===== src/rtl/vga_native_regfile.sv =====
// VGA controller native-side register file.
// Holds shadow copies of CTRL/FB_BASE/BG_COLOR that move to the active
// outputs at frame boundaries, plus sticky STATUS, FRAME_CNT, ID and IRQ_EN.
module vga_native_regfile #(
  parameter int          NATIVE_ADDR_WIDTH = 4,
  parameter logic [31:0] ID_VALUE          = 32'h5647_4131
) (
  input  logic                         clk,
  input  logic                         arst_n,
  input  logic                         write_en,
  input  logic [NATIVE_ADDR_WIDTH-1:0] addr_write,
  input  logic [31:0]                  data2native,
  input  logic                         read_en_sync,
  input  logic [NATIVE_ADDR_WIDTH-1:0] addr_read,
  output logic [31:0]                  data2axil,
  input  logic                         frame_start,
  input  logic                         underflow,
  output logic [3:0]                   ctrl_active,
  output logic [31:0]                  fb_base_active,
  output logic [11:0]                  bg_color_active,
  output logic                         irq
);

  localparam logic [NATIVE_ADDR_WIDTH-1:0] A_CTRL   = NATIVE_ADDR_WIDTH'(0);
  localparam logic [NATIVE_ADDR_WIDTH-1:0] A_FBBASE = NATIVE_ADDR_WIDTH'(1);
  localparam logic [NATIVE_ADDR_WIDTH-1:0] A_BGCOL  = NATIVE_ADDR_WIDTH'(2);
  localparam logic [NATIVE_ADDR_WIDTH-1:0] A_STATUS = NATIVE_ADDR_WIDTH'(3);
  localparam logic [NATIVE_ADDR_WIDTH-1:0] A_FCNT   = NATIVE_ADDR_WIDTH'(4);
  localparam logic [NATIVE_ADDR_WIDTH-1:0] A_ID     = NATIVE_ADDR_WIDTH'(5);
  localparam logic [NATIVE_ADDR_WIDTH-1:0] A_IRQEN  = NATIVE_ADDR_WIDTH'(6);

  logic [3:0]  r_ctrl_sh, r_ctrl_act;
  logic [31:0] r_fb_sh, r_fb_act;
  logic [11:0] r_bg_sh, r_bg_act;
  logic [1:0]  r_status, r_irq_en;
  logic [31:0] r_frame_cnt, r_rdata;
  logic        r_irq;

  logic        w_wr_ctrl, w_wr_fb, w_wr_bg, w_wr_status, w_wr_irqen;
  logic        w_load_act;
  logic [1:0]  w_status_set, w_status_clr;
  logic [31:0] w_rdata;

  assign w_wr_ctrl   = write_en && (addr_write == A_CTRL);
  assign w_wr_fb     = write_en && (addr_write == A_FBBASE);
  assign w_wr_bg     = write_en && (addr_write == A_BGCOL);
  assign w_wr_status = write_en && (addr_write == A_STATUS);
  assign w_wr_irqen  = write_en && (addr_write == A_IRQEN);

  // Active copies track shadows at frame start, or continuously while disabled.
  assign w_load_act   = frame_start || !r_ctrl_act[0];
  assign w_status_set = {underflow, frame_start};
  assign w_status_clr = w_wr_status ? data2native[1:0] : 2'b00;

  // Shadow and plain RW registers take native writes.
  always_ff @(posedge clk or negedge arst_n) begin
    if (!arst_n) begin
      r_ctrl_sh <= '0;
      r_fb_sh   <= '0;
      r_bg_sh   <= '0;
      r_irq_en  <= '0;
    end else begin
      if (w_wr_ctrl)  r_ctrl_sh <= data2native[3:0];
      if (w_wr_fb)    r_fb_sh   <= data2native;
      if (w_wr_bg)    r_bg_sh   <= data2native[11:0];
      if (w_wr_irqen) r_irq_en  <= data2native[1:0];
    end
  end

  // Active outputs sample the pre-edge shadow, so a coincident write waits a frame.
  always_ff @(posedge clk or negedge arst_n) begin
    if (!arst_n) begin
      r_ctrl_act <= '0;
      r_fb_act   <= '0;
      r_bg_act   <= '0;
    end else if (w_load_act) begin
      r_ctrl_act <= r_ctrl_sh;
      r_fb_act   <= r_fb_sh;
      r_bg_act   <= r_bg_sh;
    end
  end

  // Sticky status with W1C; a hardware set wins over a same-cycle clear.
  always_ff @(posedge clk or negedge arst_n) begin
    if (!arst_n) begin
      r_status    <= '0;
      r_frame_cnt <= '0;
    end else begin
      r_status <= (r_status & ~w_status_clr) | w_status_set;
      if (frame_start) r_frame_cnt <= r_frame_cnt + 32'd1;
    end
  end

  // Registered interrupt level from pre-edge status and enables.
  always_ff @(posedge clk or negedge arst_n) begin
    if (!arst_n) r_irq <= 1'b0;
    else         r_irq <= |(r_status & r_irq_en);
  end

  // Read mux over pre-edge register values; unmapped reads return zero.
  always_comb begin
    w_rdata = '0;
    case (addr_read)
      A_CTRL:   w_rdata = {28'd0, r_ctrl_sh};
      A_FBBASE: w_rdata = r_fb_sh;
      A_BGCOL:  w_rdata = {20'd0, r_bg_sh};
      A_STATUS: w_rdata = {30'd0, r_status};
      A_FCNT:   w_rdata = r_frame_cnt;
      A_ID:     w_rdata = ID_VALUE;
      A_IRQEN:  w_rdata = {30'd0, r_irq_en};
      default:  w_rdata = '0;
    endcase
  end

  // Read data register holds until the next read strobe.
  always_ff @(posedge clk or negedge arst_n) begin
    if (!arst_n)           r_rdata <= '0;
    else if (read_en_sync) r_rdata <= w_rdata;
  end

  assign data2axil       = r_rdata;
  assign ctrl_active     = r_ctrl_act;
  assign fb_base_active  = r_fb_act;
  assign bg_color_active = r_bg_act;
  assign irq             = r_irq;

endmodule

===== config.mk =====
export PLATFORM = sky130hd
export DESIGN_NAME = vga_native_regfile
export DESIGN_NICKNAME = d
export VERILOG_FILES = /design/src/rtl/vga_native_regfile.sv
export SDC_FILE = /design/constraint.sdc
export NUM_CORES = 1
export LEC_CHECK = 0
export CAP_MARGIN = 20
export CORE_MARGIN = 1.5
export CORE_UTILIZATION = 45
export DETAILED_ROUTE_END_ITERATION = 7
export GPL_ROUTABILITY_DRIVEN = 0
export PLACE_DENSITY = 0.79
export SLEW_MARGIN = 20
export SYNTH_ARGS = -nofsm -noshare
export SYNTH_HDL_FRONTEND = slang
export SYNTH_SLANG_ARGS = --single-unit

===== constraint.sdc =====
create_clock -name clk -period 2.2 [get_ports clk]
set_clock_uncertainty 0.2 [all_clocks]
set_input_delay 0.66 -clock clk [delete_from_list [all_inputs] [get_ports clk]]
set_output_delay 0.66 -clock clk [all_outputs]
set_load 0.01 [all_outputs]

After elaboration in Yosys (flattened, before gate mapping)
Index checks and enable logic that the tools add are counted.
{"block": "totals", "ff_bits": 165, "latch_bits": 0, "ram_bits": 0, "mem_bits_ro": 0, "in_bits": 46, "wordCells": 38, "mem_count": 0}
{"block": "classes", "add_sub_neg": 1, "multipliers": 0, "n_div": 0, "magnitude_cmp": 0, "n_eq_ne": 10, "shift": 0, "muxes": 2, "bitwise_logic": 4, "n_reduce_logical": 10}
{"cell": "$pmux 32 s7", "n": 1}
{"cell": "$add 32x1->32 const B", "n": 1}
{"cell": "$eq 4x2->1 const B", "n": 4}
{"cell": "$eq 4x3->1 const B", "n": 4}
{"cell": "$eq 4x1->1 const B", "n": 2}
{"cell": "$logic_not 4->1", "n": 2}
{"cell": "$logic_and 1x1->1", "n": 5}
{"cell": "$and 2x2->2", "n": 2}
{"cell": "$mux 2", "n": 1}
{"cell": "$not 2->2", "n": 1}
{"cell": "$or 2x2->2", "n": 1}
{"cell": "$reduce_or 2->1", "n": 1}
{"cell": "$logic_not 1->1", "n": 1}
{"cell": "$logic_or 1x1->1", "n": 1}

Longest topological paths before layout
Gate-level depths: netlist of the first run.
{"block": "logic_depth", "word_depth": 6, "mapped_depth": 6, "depth_no_buf": 5}

Worst setup path before layout of the first run
Ideal clock, no wire load.
{"block": "synth_path", "kind": "in2reg", "start": "input frame_start", "end": "register r_fb_act[14] (netlist: fb_base_active[14])", "setup_time_ps": 125, "t_arrival_ps": 1731, "path_slack_ps": 145, "path_stages": 5, "path_buffers": 3, "cell_sequence": "buf_2 -> nor2b_1 -> buf_2 -> buf_2 -> mux2_2"}
{"block": "synth_via", "elab_chain_len": 1}
{"item": "from (decl)", "line_no": "16", "text": "input logic frame_start,"}
{"item": "$logic_or 1x1->1", "line_no": "51", "text": "assign w_load_act = frame_start || !r_ctrl_act[0];"}
{"item": "to (signal assigned)", "line_no": "78", "text": "r_fb_act <= r_fb_sh;"}
{"item": "to (decl)", "line_no": "33", "text": "logic [31:0] r_fb_sh, r_fb_act;"}
No other way between the ends.
A chain may end at the register's enable or synchronous reset.

Final worst setup path of the first run
{"block": "layout_path", "start": "input addr_read[1]", "end": "register r_rdata[2] (netlist: data2axil[2])"}
{"block": "layout_via", "elab_chain_len": 2, "word_cells_on_any_way": 8, "cone_classes": "6 x eq/ne; 1 x mux; 1 x reduce/logical"}
{"item": "from (decl)", "line_no": "14", "text": "input logic [NATIVE_ADDR_WIDTH-1:0] addr_read,"}
{"item": "$eq 4x3->1 (tied with other cells)", "line_no": "103", "text": "case (addr_read)"}
{"item": "$pmux 32 s7 *", "line_no": "103"}
{"item": "to (signal assigned)", "line_no": "118", "text": "else if (read_en_sync) r_rdata <= w_rdata;"}
{"item": "to (decl)", "line_no": "36", "text": "logic [31:0] r_frame_cnt, r_rdata;"}
Mark *: on every way between the ends. The rest lies on a longest branch, timed or not.

==> out/metrics.csv, run 1 <==
metric,value,unit
wl_per_cell,18.96,µm
cts_tree,done,
power.internal,6.601,mW
dp_hpwl,12020,µm
total_power,8.940,mW
portBuffers,126,
dpl_worst_slack,-335.1,ps
seqPwrFrac,45.8,%
postCtsSetupBuffers,0,
numCtsBuffers,17,
rows,45,
avgViaCountPerCell,5.575,
rr_endpoint,r_frame_cnt[25]$_DFFE_PN0P_,
drt_first_pass_iters,7,
clock-root-buffer,clkbuf_16,
grt_max_degree,49,
synthDominantCellAreaShare,58.91,%
syn_area_per_cell,13.13,µm²
drtAntennaViolNets,0,
clock_power_share,33.2,%
p_leak,4.481,nW
setup_ws,17.43,ps
fin_crit_sh,99.21,%
drc,0,
p_comb_share,21.0,%
clk_pin_slew,60,ps
reg2reg_from,r_frame_cnt[12]$_DFFE_PN0P_,
rrSetupSlack,280,ps
fin_crit,2183,ps
grt_use_total,22.07,%
cp_max_fo,3,
nets,738,
use_met2,36.31,%
grtUsageMet3,4.716,%
power.density,951.2,nW/µm²
die_x,127.8,µm
hold_viol,0,
grt_setup_unrepaired,no,
antenna_found_initial,0,
maxCapViolCount,0,
grt_use_met1,28.39,%
grt.busiest_layer,met2,
required,2280,ps
min_to,ctrl_active[0]$_DFFE_PN0P_,
worstHoldStart,r_ctrl_sh[0]$_DFFE_PN0P_,
ys_ff_latch,165,
ctsHtreeMaxLevel,4,
dieArea,16330,µm²
grt_pass1_wl,27870,µm
irDropWorstVdd,0.5909,mV
synth_seq_area_share,58.91,%
worst-r2r-cell-count,4,
clkSinkCount,165,
area_growth,34.09,%
fillCellCount,1139,
overflow,0,
path_buf_inv,2,
core-area,15200,µm²
worst_pin_slew,487.3,ps
final.setup.tns,0,ps
criticalPathCategory,input pin to flip-flop,
worstSkewPairLatency,430,ps
final-setup-viol-count,0,
crit_slowest_cell,clkdlybuf4s50_1,
syn_area,7009,µm²
min_path_type,flip-flop to flip-flop,
hold_ws,296.0,ps
grt_pass1_vias,5357,
boundaryPins,127,
fmax,0.4582,GHz
cts_buffer_depth,2,
yosys_warnings,0,
cp_slowest_stage_delay,560,ps
p_sw,2.339,mW
syn-num-nets,581,
die_h,127.8,µm
min_path_cells,1,
start_util,46.11,%
wirelength,16910,µm
path_cells,clkdlybuf4s50_1 > buf_4 > mux2_2 > a222oi_1 > o22ai_1,
slew_viol_final,0,
relSlewSlack,67.51,%
end_kind,flip-flop,
cp.arrival,2270,ps
synth_area_leaders,"dfrtp_1, mux2_2, inv_1",
path_delay_family,buffers and inverters,
num_vias,4973,
cp-start-kind,input pin,
drive_above_1_share,26.42,%
diodes,0,
synth_top_area_cell,dfrtp_1,
synthCells,534,
synth.distinct_cells,42,
swShare,26.16,%
outcome,completed,
drt_iter0_drc,450,
worst max-delay path by stage:
stage                                   startpoint                        endpoint  slack, ps  cells after the start
floorplan                              frame_start  fb_base_active[14]$_DFFE_PN0P_        140                      5
global placement                      addr_read[2]        data2axil[1]$_DFFE_PN0P_       -280                      5
detailed placement                     frame_start     r_frame_cnt[23]$_DFFE_PN0P_       -340                      5
CTS                      data2axil[26]$_DFFE_PN0P_                   data2axil[26]       0.03                      1
global route        bg_color_active[2]$_DFFE_PN0P_              bg_color_active[2]        0.2                      1
finish                                addr_read[1]        data2axil[2]$_DFFE_PN0P_         20                      5
cells in the mapped netlist:
| master | number |
|---|---|
| a22o_1 | 1 |
| o22ai_1 | 23 |
| nor4b_4 | 1 |
| xnor2_1 | 15 |
| nor3_1 | 10 |
| mux2_2 | 102 |
| a21o_1 | 2 |
| o221a_2 | 1 |
| nor2b_1 | 2 |
| a21oi_1 | 10 |
| a222oi_1 | 8 |
| xor2_1 | 16 |
| a22oi_1 | 12 |
| buf_2 | 19 |
| buf_4 | 2 |
| nor2_1 | 26 |
| nor4_4 | 2 |
| or2_2 | 1 |
| clkbuf_1 | 7 |
| nand4_1 | 7 |
| o21ai_0 | 1 |
| inv_1 | 39 |
| nand4_4 | 3 |
| o21a_1 | 1 |
| nor3b_1 | 2 |
| nand2b_4 | 1 |
| and3_1 | 3 |
| nand3_1 | 8 |
| nand3b_1 | 3 |
| nor4_2 | 1 |
| nor4b_2 | 2 |
| and4_2 | 2 |
| nand4b_1 | 1 |
| and2_1 | 1 |
| o32ai_1 | 9 |
| a21boi_1 | 1 |
| nand2_1 | 12 |
| nand2b_1 | 1 |
| and4_1 | 4 |
| a2bb2oi_1 | 6 |
| ha_1 | 1 |
| dfrtp_1 | 165 |
layout by cell type, fill, tap and decap left out, drive strengths merged, types with 2 or more instances in the layout:
cell type      count
a21o               2
a21oi             10
a222oi             8
a22oi             12
a2bb2oi            6
and3               3
and4               6
buf               40
bufinv             2
clkbuf            25
clkdlybuf4s50     65
clkinv             3
clkinvlp           2
dfrtp            165
dlygate4sd2       35
dlymetal6s2s      25
inv               39
mux2             102
nand2             12
nand2b             2
nand3              8
nand3b             3
nand4             10
nor2              26
nor2b              2
nor3              10
nor3b              2
nor4               3
nor4b              3
o22ai             23
o32ai              9
xnor2             15
xor2              16
kinds of logic (layout without fill, tap and decap cells):
| family | after synthesis | after routing | synth area share (%) |
|---|---|---|---|
| DFF | 165 | 165 | 58.91 |
| muxes | 102 | 102 | 16.39 |
| and+or+nand+nor | 93 | 93 | 8.765 |
| AOI/OAI and AO/OA | 75 | 75 | 7.855 |
| buffers and inverters | 67 | 237 | 4.034 |
| xor gates and xnor gates | 31 | 31 | 3.874 |
| adders and majority gates | 1 | 1 | 0.1785 |
power by group through the flow:
stage	clock, mW	combinational (mW)	sequential [mW]
global route	3.16	2.01	4.18
global placement	0	1.92	4.11
finish	2.97	1.87	4.09
CTS	3.03	1.93	4.10
detailed placement	0	1.97	4.15
floorplan	0	0.789	4.15
stage by stage:
stage	utilization [%]	cell area (µm²)	cells
3_5_place_dp	57.70	8771	859
6_report	61.83	9399	892
4_1_cts	61.42	9336	892
3_3_place_gp	57.70	8771	859
2_1_floorplan	-	7009	534
5_1_grt	61.83	9399	892
flip-flops by register name (all words and copies together) (netlist names):
signal,cells
ctrl_active,4
r_ctrl_sh,4
irq,1
r_status,2
r_irq_en,2
r_bg_sh,12
fb_base_active,32
bg_color_active,12
r_fb_sh,32
data2axil,32
r_frame_cnt,32
routing by layer:
metal / vias up / share of wire [%]
met3: 34 / 6.0
met4: 0 / 2.3
met1: 2526 / 41
li1: 2233 / -
met2: 180 / 50
met5: - / 0
cell type report:
| type | count | area, µm² | area share (%) |
|---|---|---|---|
| Multi-Input combinational cell | 302 | 2605 | 27.72 |
| Sequential cell | 165 | 4129 | 43.93 |
| Clock inverter | 7 | 93.84 | 0.9984 |
| Inverter | 39 | 146.4 | 1.558 |
| Timing Repair Buffer | 166 | 1684 | 17.92 |
| Clock buffer | 25 | 505.5 | 5.378 |
| Tap cell | 188 | 235.2 | 2.503 |
repair_timing:
item                                   in CTS  in global routing
setup endpoints to repair                  35                 25
gates resized for setup                    35                 25
endpoints found under the hold margin      40                  0
hold buffers                                1                  0
worst register-to-register path: cells and delay by family, from the launching register on:
kind             cells  cell delay (ps)
AND/OR/NAND/NOR      3              990
flip-flops           1              450
XOR/XNOR             1              190
(Power assumes the default switching activity.)
==> inputs of run 2 (changes only) <==
==> constraint.sdc (replaced) <==
create_clock -name clk -period 2.5 [get_ports clk]
set_clock_uncertainty 0.2 [all_clocks]
set_input_delay 0.75 -clock clk [delete_from_list [all_inputs] [get_ports clk]]
set_output_delay 0.75 -clock clk [all_outputs]
set_load 0.01 [all_outputs]
==> run 2 against run 1 <==
  * Flip-flop and latch count unchanged
  * Highest routed layer unchanged
  * Clock power is 9.1% lower
  * Via count is 0.88% lower
==> out/metrics.csv, run 2 (synthesis gave the netlist of run 1 again) <==
metric,value,unit,change
wirelength,16430,µm,-2.9%
cp-start-kind,flip-flop,,
area_growth,33.70,%,
drc,0,,unchanged
outcome,completed,,
diodes,0,,unchanged
criticalPathCategory,flip-flop to output pin,,
crit_path_start,ctrl_active[0]$_DFFE_PN0P_,,
hold_ws,305.6,ps,+9.639 ps
start_util,46.11,%,unchanged
grt_setup_unrepaired,no,,
power.density,856.4,nW/µm²,-10%
dpl_worst_slack,-164.9,ps,+170.2 ps
design_area,9371,µm²,-0.29%
avgViaCountPerCell,5.551,,-0.44%
num_vias,4929,,-0.88%
hold_viol,0,,unchanged
core-area,15200,µm²,unchanged
cts_tree,done,,
path_cells,clkdlybuf4s50_1,,
fmax,0.4323,GHz,
p_leak,4.013,nW,-10%
ctsHoldBuffers,1,,unchanged
final_cells,888,,-0.45%
reg2reg_from,r_frame_cnt[12]$_DFFE_PN0P_,,
worst_pin_slew,492.3,ps,+5.003 ps
grt_pass1_vias,5116,,-4.5%
cp_slowest_stage_delay,550,ps,about the same
required,1550,ps,-730 ps
antenna_found_initial,0,,unchanged
boundaryPins,127,,unchanged
end_kind,output pin,,
drt_first_pass_iters,5,,-2
overflow,0,,unchanged
worstSkewPairLatency,430,ps,about the same
wl_per_cell,18.50,µm,-2.4%
final_cell_mix,"dfrtp_1, clkdlybuf4s50_1, mux2_2, inv_1, buf_4",,
ctsHtreeMaxLevel,4,,unchanged
grt_use_total,21.41,%,-0.66 points
min_path_cells,1,,unchanged
fin_crit_sh,92.53,%,
cts_buffer_depth,2,,unchanged
cts_resized,0,,-100%
worstHoldStart,fb_base_active[20]$_DFFE_PN0P_,,
cp_max_fo,2,,-1
nets,734,,-0.54%
cp.arrival,1360,ps,-910 ps
worst-r2r-cell-count,4,,unchanged
cp.depth,1,,-4
path_buf_inv,1,,-1
setup_ws,186.8,ps,+169.4 ps
relSlewSlack,67.18,%,-0.33 points
final-setup-viol-count,0,,unchanged
die_x,127.8,µm,unchanged
maxCapViolCount,0,,unchanged
drt_iter0_drc,394,,-12%
numCtsBuffers,17,,unchanged
portBuffers,126,,unchanged
dp_hpwl,11700,µm,-2.7%
crit_slowest_cell,clkdlybuf4s50_1,,
rrSetupSlack,630,ps,+350 ps
grt_pass1_wl,27000,µm,-3.1%
min_path_type,flip-flop to flip-flop,,
slew_viol_final,0,,unchanged
post_dp_cell_area,8741,µm²,-0.34%
place_inst,855,,-0.47%
fillCellCount,1193,,+4.7%
clock-root-buffer,clkbuf_16,,
postCtsSetupBuffers,0,,unchanged
path_delay_family,buffers and inverters,,
dieArea,16330,µm²,unchanged
fin_crit,2313,ps,
drive_above_1_share,26.29,%,-0.13 points
final_common_cell,dfrtp_1,,
die_h,127.8,µm,unchanged
clk_pin_slew,60,ps,about the same
clkSinkCount,165,,unchanged
irDropWorstVdd,0.5390,mV,-8.8%
drtAntennaViolNets,0,,unchanged
grt_max_degree,94,,+92%
rows,45,,unchanged
==> run 2: path summary, 6_finish.rpt <==
path                                                  end
max                                        ctrl_active[0]
min                        fb_base_active[20]$_DFFE_PN0P_
max reg2reg                   r_frame_cnt[29]$_DFFE_PN0P_
min reg2reg                fb_base_active[20]$_DFFE_PN0P_
max in group asynchronous     r_frame_cnt[18]$_DFFE_PN0P_
min in group asynchronous  bg_color_active[3]$_DFFE_PN0P_
==> run 2: cell type report <==
type | instances | area, µm² | area share [%]
clock buffers | 21 | 470.5 | 5.020
inverters | 39 | 146.4 | 1.562
flip-flops and latches | 165 | 4129 | 44.06
well taps | 188 | 235.2 | 2.510
repair buffers | 162 | 1635 | 17.45
multi-input cells | 302 | 2605 | 27.80
clock inverters | 11 | 150.1 | 1.602
==> run 2: per-stage QoR <==
step | setup TNS [ps] | util, % | total power [mW]
2_1_floorplan | 0 | - | 4.350
3_3_place_gp | -2340 | 57.50 | 5.297
3_5_place_dp | -6601 | 57.50 | 5.380
4_1_cts | 0 | 61.65 | 8.093
5_1_grt | 0 | 61.65 | 8.387
6_report | 0 | 61.65 | 8.025
==> run 2: metal layers <==
layer / track usage, % / wire (µm) / part of all wire [%] / vias to the layer above
met3: 4.758 / 824 / 5.0 / 26
met5: 0 / 0 / 0 / -
met2: 34.72 / 8169 / 50 / 141
met4: 7.931 / 310 / 1.9 / 0
met1: 28.37 / 7122 / 43 / 2530
li1: - / - / - / 2232
==> run 2: power breakdown <==
part	total, mW	leakage [nW]	switching, mW	internal [mW]
registers	3.61	2.08	0.415	3.20
clock network	2.70	0.299	1.04	1.65
logic	1.72	1.64	0.635	1.08
==> patch (settings of run 1) <==
`NATIVE_ADDR_WIDTH`: 4 -> 5.
--- a/src/rtl/vga_native_regfile.sv
+++ b/src/rtl/vga_native_regfile.sv
@@ -2,7 +2,7 @@
 // Holds shadow copies of CTRL/FB_BASE/BG_COLOR that move to the active
 // outputs at frame boundaries, plus sticky STATUS, FRAME_CNT, ID and IRQ_EN.
 module vga_native_regfile #(
-  parameter int          NATIVE_ADDR_WIDTH = 4,
+  parameter int          NATIVE_ADDR_WIDTH = 5,
   parameter logic [31:0] ID_VALUE          = 32'h5647_4131
 ) (
   input  logic                         clk,
Ports: changed (resized addr_read and addr_write); port bits go from 127 to 129. The function was not compared with the original's and may differ.
==> patch against run 1 <==
  * Final cell count grew 4.6%
  * Area after synthesis grew 0.87%
  * Clock power shrank 4%
  * Global-route usage shrank 0.36 points
  * Power shrank 6.2%
  * Worst setup slack gained 0.017 ns
  * Worst hold slack lost 0.013 ns
  * Sequential cell count is the same
  * Routed wire length grew 1.5%
  * Cell area grew 1.9%
  * Largest power group unchanged
==> patch: results (changes against run 1) <==
metric;value;unit;change
initial antenna violation count;0;;unchanged
Netlist cell types;46;;+9.5%
number of global-route vias before repair;5347;;-0.19%
Final nets;758;;+2.7%
HPWL Detailed;12140;um;+1.0%
GR Layer Usage met2;37.03;%;+0.73 points
complex-gate fraction of the synthesized area;8.760;%;+0.91 points
Crit path largest cell delay;0.54;ns;-0.02 ns
worst hold path class;register to register;;
Placed Area;8891;um^2;+1.4%
ranking of synthesized cells by area;dfrtp_1 58%, mux2_2 16%, o22ai_1 2.7%;;
worst-margin pin slew;0.4251;ns;-0.06224 ns
Top delay family on crit path;buffers and inverters;;
fraction of synthesized cell area in xor and xnor cells;3.840;%;-0.034 points
pin count of the biggest net entering global routing;59;;+20%
crit path DAT;1.31;ns;-0.96 ns
placed cell count;899;;+4.7%
min-delay src;r_frame_cnt[31];;
Place WS;-0.2972;ns;+0.03788 ns
Vias;5021;;+0.97%
Reg-to-Reg End;r_frame_cnt[27];;
Max Fanout on Critical Path;2;;-1
met3 Resource Use GR;5.031;%;+0.31 points
metal2 WL;8701;um;+2.1%
Pleak;4.973;nW;+11%
reg-to-reg startpoint;r_frame_cnt[11];;
share of cells above drive strength 1;26.04;%;-0.38 points
Layout fillers;1153;;+1.2%
syn_nets;597;;+2.8%
First DRT Iteration DRCs;324;;-28%
status;complete, no violations;;
total CTS buffers;17;;unchanged
r2r worst-path depth;4;;unchanged
VDD IR max;0.0005668;V;-4.1%
mux share of post-synthesis cell area;16.51;%;+0.12 points
first-pass GRT wire length;27570;um;-1.1%
Seq/Total Area, Yosys;58.40;%;-0.51 points
GRT Util Overall;21.70;%;-0.36 points
Post-Synth Adder-Cell Area;0.1770;%;-0.0015 points
drt first pass iters;5;;-2
grt met1 use;27.96;%;-0.43 points
quantity of I/O buffers inserted on ports;128;;+1.6%
launch point of the worst path;data2axil[30];;
Synth top cells by count;165 x dfrtp_1, 99 x mux2_2, 37 x inv_1, 31 x o22ai_1, 21 x a22oi_1;;
worst hold slack;0.2833;ns;-0.01271 ns
WL met1;7299;um;+4.7%
DRT Wirelength;17160;um;+1.5%
Avg Inst Size Synth;12.90;um^2;-1.7%
Avg WL per Cell;18.39;um;-3.0%
WHS Endpoint;r_frame_cnt[31];;
routed wl met3;883;um;-13%
## patch: cell count changes after synthesis, sizes merged, moves of 4 or more
cell / delta
a222oi: -8
a22o: +5
a22oi: +9
a2bb2oi: -6
clkbuf: +4
nand2: +5
nor2: -15
nor3: -6
nor4: +7
o21a: +8
o22ai: +8
o2bb2ai: +5
o32ai: -9
## patch: area by class of cell
class / count / area share [%]
well taps: 211 / 2.758
repair buffers: 175 / 19.06
inverters: 37 / 1.451
multi-input cells: 313 / 27.57
flip-flops and latches: 165 / 43.13
clock inverters: 15 / 1.595
clock buffers: 17 / 4.444
## patch: power breakdown
part / switching (W) / total, W / internal, W
Combinational: 0.000647 / 0.00160 / 0.000950
Clock: 0.00127 / 0.00286 / 0.00159
Sequential: 0.000409 / 0.00394 / 0.00353
Total: 0.00233 / 0.00839 / 0.00606
## patch: repair_timing
item / CTS / global route
hold buffers: 1 / 0
endpoints found under the setup margin: 29 / 49
gates cloned: 0 / 0
hold endpoints to repair: 14 / 0
gates resized for setup: 29 / 49
buffers inserted: 1 / 0
pin swaps: 0 / 0
## patch: cell families after synthesis
| group | count (synthesis) |
|---|---|
| XOR/XNOR | 31 |
| multiplexers | 103 |
| buffers and inverters | 70 |
| AND/OR/NAND/NOR | 89 |
| AO/OA/AOI/OAI | 89 |
| adder cells (fa/ha/maj) | 1 |
| flip-flops | 165 |
## patch: worst max-delay path by stage
stage	end	slack (ns)	cells after the start
final	data2axil[30]	0.03	1
after floorplan	fb_base_active[14]	0.14	5
after detailed placement	bg_color_active[4]	-0.30	5
after global placement	bg_color_active[2]	-0.29	5
after CTS	fb_base_active[29]	0.0006	1
after global routing	bg_color_active[6]	0.003	1
